$ cat src/rtl/imem_loader_if.sv
// imem_loader_if: byte-stream input, instruction-memory write port and core
// control/status signals of the instruction memory loader.
interface imem_loader_if #(
    parameter int unsigned NUM_INST  = 128,
    parameter int unsigned REG_WIDTH = 32
) ();
    logic                         start;
    logic                         in_valid;
    logic [7:0]                   in_data;
    logic                         in_ready;
    logic                         imem_we;
    logic [$clog2(NUM_INST)-1:0]  imem_addr;
    logic [REG_WIDTH-1:0]         imem_wdata;
    logic                         core_rstn;
    logic                         done;
    logic                         error;

    // Host / stream source side
    modport master (
        output start, in_valid, in_data,
        input  in_ready, imem_we, imem_addr, imem_wdata, core_rstn, done, error
    );

    // Loader side
    modport slave (
        input  start, in_valid, in_data,
        output in_ready, imem_we, imem_addr, imem_wdata, core_rstn, done, error
    );
endinterface

$ cat src/rtl/imem_loader.sv
// imem_loader: receives a length-prefixed little-endian byte stream, writes
// the words into instruction memory and then releases the core from reset.
// Optional feature macro: LOADER_CHECKSUM_EN (trailing XOR checksum byte).
module imem_loader #(
    parameter int unsigned NUM_INST  = 128,
    parameter int unsigned REG_WIDTH = 32
) (
    input  logic         clk,
    input  logic         rstn,
    imem_loader_if.slave bus
);
    localparam int unsigned AW = $clog2(NUM_INST);

    localparam logic [2:0] IDLE = 3'd0;
    localparam logic [2:0] LEN0 = 3'd1;
    localparam logic [2:0] LEN1 = 3'd2;
    localparam logic [2:0] DATA = 3'd3;
`ifdef LOADER_CHECKSUM_EN
    localparam logic [2:0] CHK  = 3'd4;
`endif
    localparam logic [2:0] RUN  = 3'd5;
    localparam logic [2:0] ERR  = 3'd6;

    logic [2:0]           state_q, state_d;
    logic [15:0]          len_q, len_d;
    logic [AW-1:0]        idx_q, idx_d;
    logic [1:0]           bcnt_q, bcnt_d;
    logic [23:0]          asm_q, asm_d;
    logic                 we_q, we_d;
    logic [AW-1:0]        addr_q, addr_d;
    logic [REG_WIDTH-1:0] wdata_q, wdata_d;
    logic                 in_ready_q, in_ready_d;
    logic                 core_rstn_q, core_rstn_d;
    logic                 done_q, done_d;
    logic                 error_q, error_d;
`ifdef LOADER_CHECKSUM_EN
    logic [7:0]           xor_q, xor_d;
`endif
    logic                 accept_c;
    logic [15:0]          len_full_c;

    assign accept_c   = bus.in_valid & in_ready_q;
    assign len_full_c = {bus.in_data, len_q[7:0]};

    // Next-state, datapath and registered-output values
    always_comb begin
        state_d  = state_q;
        len_d    = len_q;
        idx_d    = idx_q;
        bcnt_d   = bcnt_q;
        asm_d    = asm_q;
        we_d     = 1'b0;
        addr_d   = addr_q;
        wdata_d  = wdata_q;
`ifdef LOADER_CHECKSUM_EN
        xor_d    = xor_q;
`endif
        case (state_q)
            IDLE, RUN, ERR: begin
                if (bus.start) begin
                    state_d = LEN0;
                    len_d   = 16'd0;
                    idx_d   = '0;
                    bcnt_d  = 2'd0;
`ifdef LOADER_CHECKSUM_EN
                    xor_d   = 8'd0;
`endif
                end
            end
            LEN0: begin
                if (accept_c) begin
                    len_d[7:0] = bus.in_data;
`ifdef LOADER_CHECKSUM_EN
                    xor_d      = xor_q ^ bus.in_data;
`endif
                    state_d    = LEN1;
                end
            end
            LEN1: begin
                if (accept_c) begin
                    len_d = len_full_c;
`ifdef LOADER_CHECKSUM_EN
                    xor_d = xor_q ^ bus.in_data;
`endif
                    if (len_full_c == 16'd0 || len_full_c > 16'(NUM_INST)) begin
                        state_d = ERR;
                    end else begin
                        state_d = DATA;
                    end
                end
            end
            DATA: begin
                if (accept_c) begin
`ifdef LOADER_CHECKSUM_EN
                    xor_d = xor_q ^ bus.in_data;
`endif
                    if (bcnt_q == 2'd3) begin
                        we_d    = 1'b1;
                        addr_d  = idx_q;
                        wdata_d = REG_WIDTH'({bus.in_data, asm_q});
                        bcnt_d  = 2'd0;
                        // Index holds on the last word so it never passes N-1
                        if (16'(idx_q) == len_q - 16'd1) begin
`ifdef LOADER_CHECKSUM_EN
                            state_d = CHK;
`else
                            state_d = RUN;
`endif
                        end else begin
                            idx_d = idx_q + AW'(1);
                        end
                    end else begin
                        asm_d[bcnt_q*8 +: 8] = bus.in_data;
                        bcnt_d = bcnt_q + 2'd1;
                    end
                end
            end
`ifdef LOADER_CHECKSUM_EN
            CHK: begin
                if (accept_c) begin
                    state_d = (bus.in_data == xor_q) ? RUN : ERR;
                end
            end
`endif
            default: state_d = IDLE;
        endcase

        in_ready_d  = (state_d == LEN0) || (state_d == LEN1) || (state_d == DATA)
`ifdef LOADER_CHECKSUM_EN
                      || (state_d == CHK)
`endif
                      ;
        core_rstn_d = (state_d == RUN);
        done_d      = (state_d == RUN);
        error_d     = (state_d == ERR);
    end

    // State and output registers; reset aborts any load at once
    always_ff @(posedge clk or negedge rstn) begin
        if (!rstn) begin
            state_q     <= IDLE;
            len_q       <= 16'd0;
            idx_q       <= '0;
            bcnt_q      <= 2'd0;
            asm_q       <= 24'd0;
            we_q        <= 1'b0;
            addr_q      <= '0;
            wdata_q     <= '0;
            in_ready_q  <= 1'b0;
            core_rstn_q <= 1'b0;
            done_q      <= 1'b0;
            error_q     <= 1'b0;
`ifdef LOADER_CHECKSUM_EN
            xor_q       <= 8'd0;
`endif
        end else begin
            state_q     <= state_d;
            len_q       <= len_d;
            idx_q       <= idx_d;
            bcnt_q      <= bcnt_d;
            asm_q       <= asm_d;
            we_q        <= we_d;
            addr_q      <= addr_d;
            wdata_q     <= wdata_d;
            in_ready_q  <= in_ready_d;
            core_rstn_q <= core_rstn_d;
            done_q      <= done_d;
            error_q     <= error_d;
`ifdef LOADER_CHECKSUM_EN
            xor_q       <= xor_d;
`endif
        end
    end

    assign bus.in_ready   = in_ready_q;
    assign bus.imem_we    = we_q;
    assign bus.imem_addr  = addr_q;
    assign bus.imem_wdata = wdata_q;
    assign bus.core_rstn  = core_rstn_q;
    assign bus.done       = done_q;
    assign bus.error      = error_q;
endmodule

$ cat src/flat_wrapper.sv
// flat-port wrapper written by rule: the top's interface ports become plain ports
module imem_loader_flat 
#(
    parameter int unsigned NUM_INST  = 128,
    parameter int unsigned REG_WIDTH = 32
)
  (clk, rstn, bus_start, bus_in_valid, bus_in_data, bus_in_ready, bus_imem_we, bus_imem_addr, bus_imem_wdata, bus_core_rstn, bus_done, bus_error);
  imem_loader_if #(.NUM_INST(NUM_INST), .REG_WIDTH(REG_WIDTH)) bus_i ();
  input  logic clk;
  input  logic rstn;
  input wire logic [$bits(bus_i.start)-1:0] bus_start;
  input wire logic [$bits(bus_i.in_valid)-1:0] bus_in_valid;
  input wire logic [$bits(bus_i.in_data)-1:0] bus_in_data;
  output wire logic [$bits(bus_i.in_ready)-1:0] bus_in_ready;
  output wire logic [$bits(bus_i.imem_we)-1:0] bus_imem_we;
  output wire logic [$bits(bus_i.imem_addr)-1:0] bus_imem_addr;
  output wire logic [$bits(bus_i.imem_wdata)-1:0] bus_imem_wdata;
  output wire logic [$bits(bus_i.core_rstn)-1:0] bus_core_rstn;
  output wire logic [$bits(bus_i.done)-1:0] bus_done;
  output wire logic [$bits(bus_i.error)-1:0] bus_error;
  assign bus_i.start = bus_start;
  assign bus_i.in_valid = bus_in_valid;
  assign bus_i.in_data = bus_in_data;
  assign bus_in_ready = bus_i.in_ready;
  assign bus_imem_we = bus_i.imem_we;
  assign bus_imem_addr = bus_i.imem_addr;
  assign bus_imem_wdata = bus_i.imem_wdata;
  assign bus_core_rstn = bus_i.core_rstn;
  assign bus_done = bus_i.done;
  assign bus_error = bus_i.error;
  imem_loader #(.NUM_INST(NUM_INST), .REG_WIDTH(REG_WIDTH)) u_core (.clk(clk), .rstn(rstn), .bus(bus_i));
endmodule
$ cat config.mk
export PLATFORM = sky130hd
export DESIGN_NAME = imem_loader_flat
export DESIGN_NICKNAME = d
export VERILOG_FILES = /design/src/rtl/imem_loader_if.sv /design/src/rtl/imem_loader.sv /design/src/flat_wrapper.sv
export SDC_FILE = /design/constraint.sdc
export NUM_CORES = 1
export LEC_CHECK = 0
export BUFFER_PORTS_ARGS = -buffer_cell sky130_fd_sc_hd__buf_4
export CORE_ASPECT_RATIO = 0.9
export CORE_MARGIN = 10
export CORE_UTILIZATION = 40
export CTS_CLUSTER_SIZE = 12
export DETAILED_ROUTE_END_ITERATION = 8
export GPL_TIMING_DRIVEN = 0
export PLACE_DENSITY = 0.66
export RECOVER_POWER = 50
export SYNTH_ARGS = -nofsm -noshare
export SYNTH_HDL_FRONTEND = slang
export SYNTH_SLANG_ARGS = --single-unit
export TNS_END_PERCENT = 5
$ cat constraint.sdc
create_clock -name clk -period 3.33 [get_ports clk]
set_input_delay 0.666 -clock clk [delete_from_list [all_inputs] [get_ports clk]]
set_output_delay 0.666 -clock clk [all_outputs]
set_load 0.02 [all_outputs]
==> results.tsv <==
metric	value	unit
commonest non-fill, non-tap cell in the layout	nand2_1	
Tcrit/Tclk final	0.814	
Total Nets Final	513	
# rows	36	
Synth top area share	0.536	
CTS tree	yes	
routed len/inst	16.6	um
Fin. Hold Viols	0	
largest area contributor in the netlist	dfrtp_1	
hold endpoint	u_core.asm_q[3]	
failing checks	capacitance limit, slew limit	
Avg Cell Area, Syn	10.4	um2
Most used DFF post-synth	dfrtp_1	
post-route ant nets	0	
Max Cap Viol	1	
Critical Path Fanout Max	5	
Pre-Repair DR Iteration Count	4	
Least-Margin Pin Slew	2.30	ns
EDFF count, synth	0	
DR vias/cell	5.32	
number of diodes	0	
sequential area share after synthesis	0.536	
Placed Instances	616	
Clk pwr share	0.281	
synthesis-to-layout area growth	18.6	%
Tmin final	2.71	ns
CTS root buffer	clkbuf_16	
Pins Over Slew Limit	96	
CTS Hold Buffers Added	0	
critical path startpoint	u_core.len_q[0]	
non-filler instance count after layout	632	
post_cts resized	0	
Routability Congestion	0.853	
post-place setup slack	0.633	ns
fraction of layout cells with a size suffix above 1	0.206	
H-tree depth	3	
Max-slew headroom	-0.532	
Tot Pwr	4.02	mW
Fillers	1007	
Sequential Power Share	0.382	
Worst Skew	0.00728	ns
TritonCTS Buffers	9	
Clock Pin Slew Worst Setup and Hold Paths	0.07	ns
Psw	1.49	mW
Die ar.	15700	um2
crit path DAT	2.93	ns
Synth Net Count	447	
setup slack, reg-to-reg	0.62	ns
internal power	2.53	mW
CP Launch Type	register	
total track usage	0.142	
area of the mapped netlist	4430	um2
Max IR drop VDD	0.375	mV
first-pass GRT wire length	17600	um
clk_lat worst skew	0.34	ns
worst r2r src	u_core.len_q[0]	
Synth Register Bits	95	
clock buffer depth	2	
# setup viols final	0	
Post-Route WL	10500	um
kind of critical path	reg2reg	
Die Span X	131	um
Worst Hold Class	reg2reg	
GR Overflow Total	0	
CTS Sinks	95	
largest net degree at the start of global routing	96	
LEAKAGE	2.45	nW
DPL Wire Length	7450	um
Req. time, crit path	3.54	ns
I/O Pins	56	
fin util	0.486	
core box area	10800	um2
I/O Buffers	55	
FFs w/ async S/R, synth	1.00	
number of global-route vias before repair	3374	
fmax	0.369	GHz
Yosys Warn Count	0	
CP Capture Type	register	
Combinational Power Share	0.336	
# DRC	0	
synthesized instance count	428	
RSZ-0062 raised after global routing	no	
Power per Cell Area	764	nW/um2
PnR worst setup slack	0.618	ns
most frequent cells in the layout	nand2_1, dfrtp_1, o21ai_0	
initial antenna violation count	0	
number of distinct library cells after synthesis	54	
vias	3363	
initial core utilization	0.410	
post-CTS setup buffers	0	
hold_sp	u_core.asm_q[3]	
die height	120	um
drt first-iter violations	181	
Post-Route Setup TNS	0	ns
Worst R2R End	u_core.bus.in_ready	
Reg2Reg Depth	9	
Synth area leaders	dfrtp_1, mux2_2, nand2_1, o21ai_0, ha_1	
switch share	0.371	
status	finished, violations left	
hold depth	2	
## registers in the layout, summed over array words and instances (netlist names)
name and flops:
u_core.idx_q 7, u_core.len_q 16, u_core.bus.in_ready 1, u_core.bcnt_q 2
u_core.state_q 3, u_core.bus.core_rstn 1, u_core.bus.imem_we 1, u_core.bus.imem_addr 7
u_core.bus.error 1, u_core.asm_q 24, u_core.bus.imem_wdata 32
## critical path, stage by stage, from the launching register on
cell and delay (ns):
dfrtp_1 0.43, inv_1 0.08, ha_1 0.22, or3b_2 0.47, or4_1 0.40, nand3_1 0.12, or4b_4 0.51, o21a_1 0.25
inv_2 0.07, a21oi_1 0.04
## routing by layer
layer | global-route usage | wire (um) | up-vias | share of wire
li1 | - | - | 1621 | -
met1 | 0.187 | 4770 | 1659 | 0.45
met2 | 0.214 | 4850 | 66 | 0.46
met3 | 0.0370 | 636 | 17 | 0.061
met4 | 0.0639 | 248 | 0 | 0.024
met5 | 0 | 0 | - | 0
## cell families (layout without fill, tap and decap cells)
logic type      count (synthesis)  in the layout  synth area share
buf+inv                        22             93            0.0195
flops                          95             95             0.536
mux                            44             44             0.111
fa+ha+maj                       7              7            0.0198
compound gates                 74             74             0.107
xor+xnor                        8              8            0.0158
simple gates                  178            178             0.191
## metrics by stage
step,hold WS [ns],area [um2]
3_5_place_dp,0.466,5010
3_3_place_gp,0.460,5010
6_report,0.475,5260
5_1_grt,0.505,5260
4_1_cts,0.484,5340
2_1_floorplan,0.370,4430
## synthesized netlist by cell type (2+ instances only)
cell	number
ha_1	7
and2_1	3
xnor2_1	5
a31oi_1	2
nor2b_1	5
nand2_1	105
o211ai_1	3
nor2_1	15
xor2_1	3
dfrtp_1	95
o31ai_1	3
nand3_1	11
inv_1	9
or3_1	3
o21ai_0	46
mux2_2	40
mux2i_1	4
buf_1	4
a21o_1	2
or4_1	2
a21oi_1	4
nor3_1	3
a211oi_1	2
nand2b_1	8
nor3b_1	6
nand4_1	2
nor4_1	3
clkbuf_1	7
## power groups by stage
stage | combinational, mW | sequential [mW] | clock (mW)
after floorplan | 0.936 | 1.57 | 0
after global placement | 1.33 | 1.55 | 0
after detailed placement | 1.37 | 1.56 | 0
after CTS | 1.38 | 1.54 | 1.15
after global routing | 1.53 | 1.57 | 1.20
final | 1.35 | 1.54 | 1.13
## cell type report
type	instances	area, um2	area share
well taps	133	166	0.0317
repair buffers	55	328	0.0624
clock inverters	7	104	0.0198
flip-flops and latches	95	2380	0.452
multi-input cells	311	1970	0.375
clock buffers	9	225	0.0428
inverters	10	37.5	0.00714
plain buffers	12	48.8	0.00928
## how the worst max path moves through the flow
stage	end
5_1_grt	u_core.bus.in_ready
6_report	u_core.bus.in_ready
2_1_floorplan	u_core.bus.in_ready
4_1_cts	u_core.bus.in_ready
3_3_place_gp	u_core.bus.in_ready
3_5_place_dp	u_core.bus.in_ready
No activity file was read; power rests on OpenSTA's default activity.
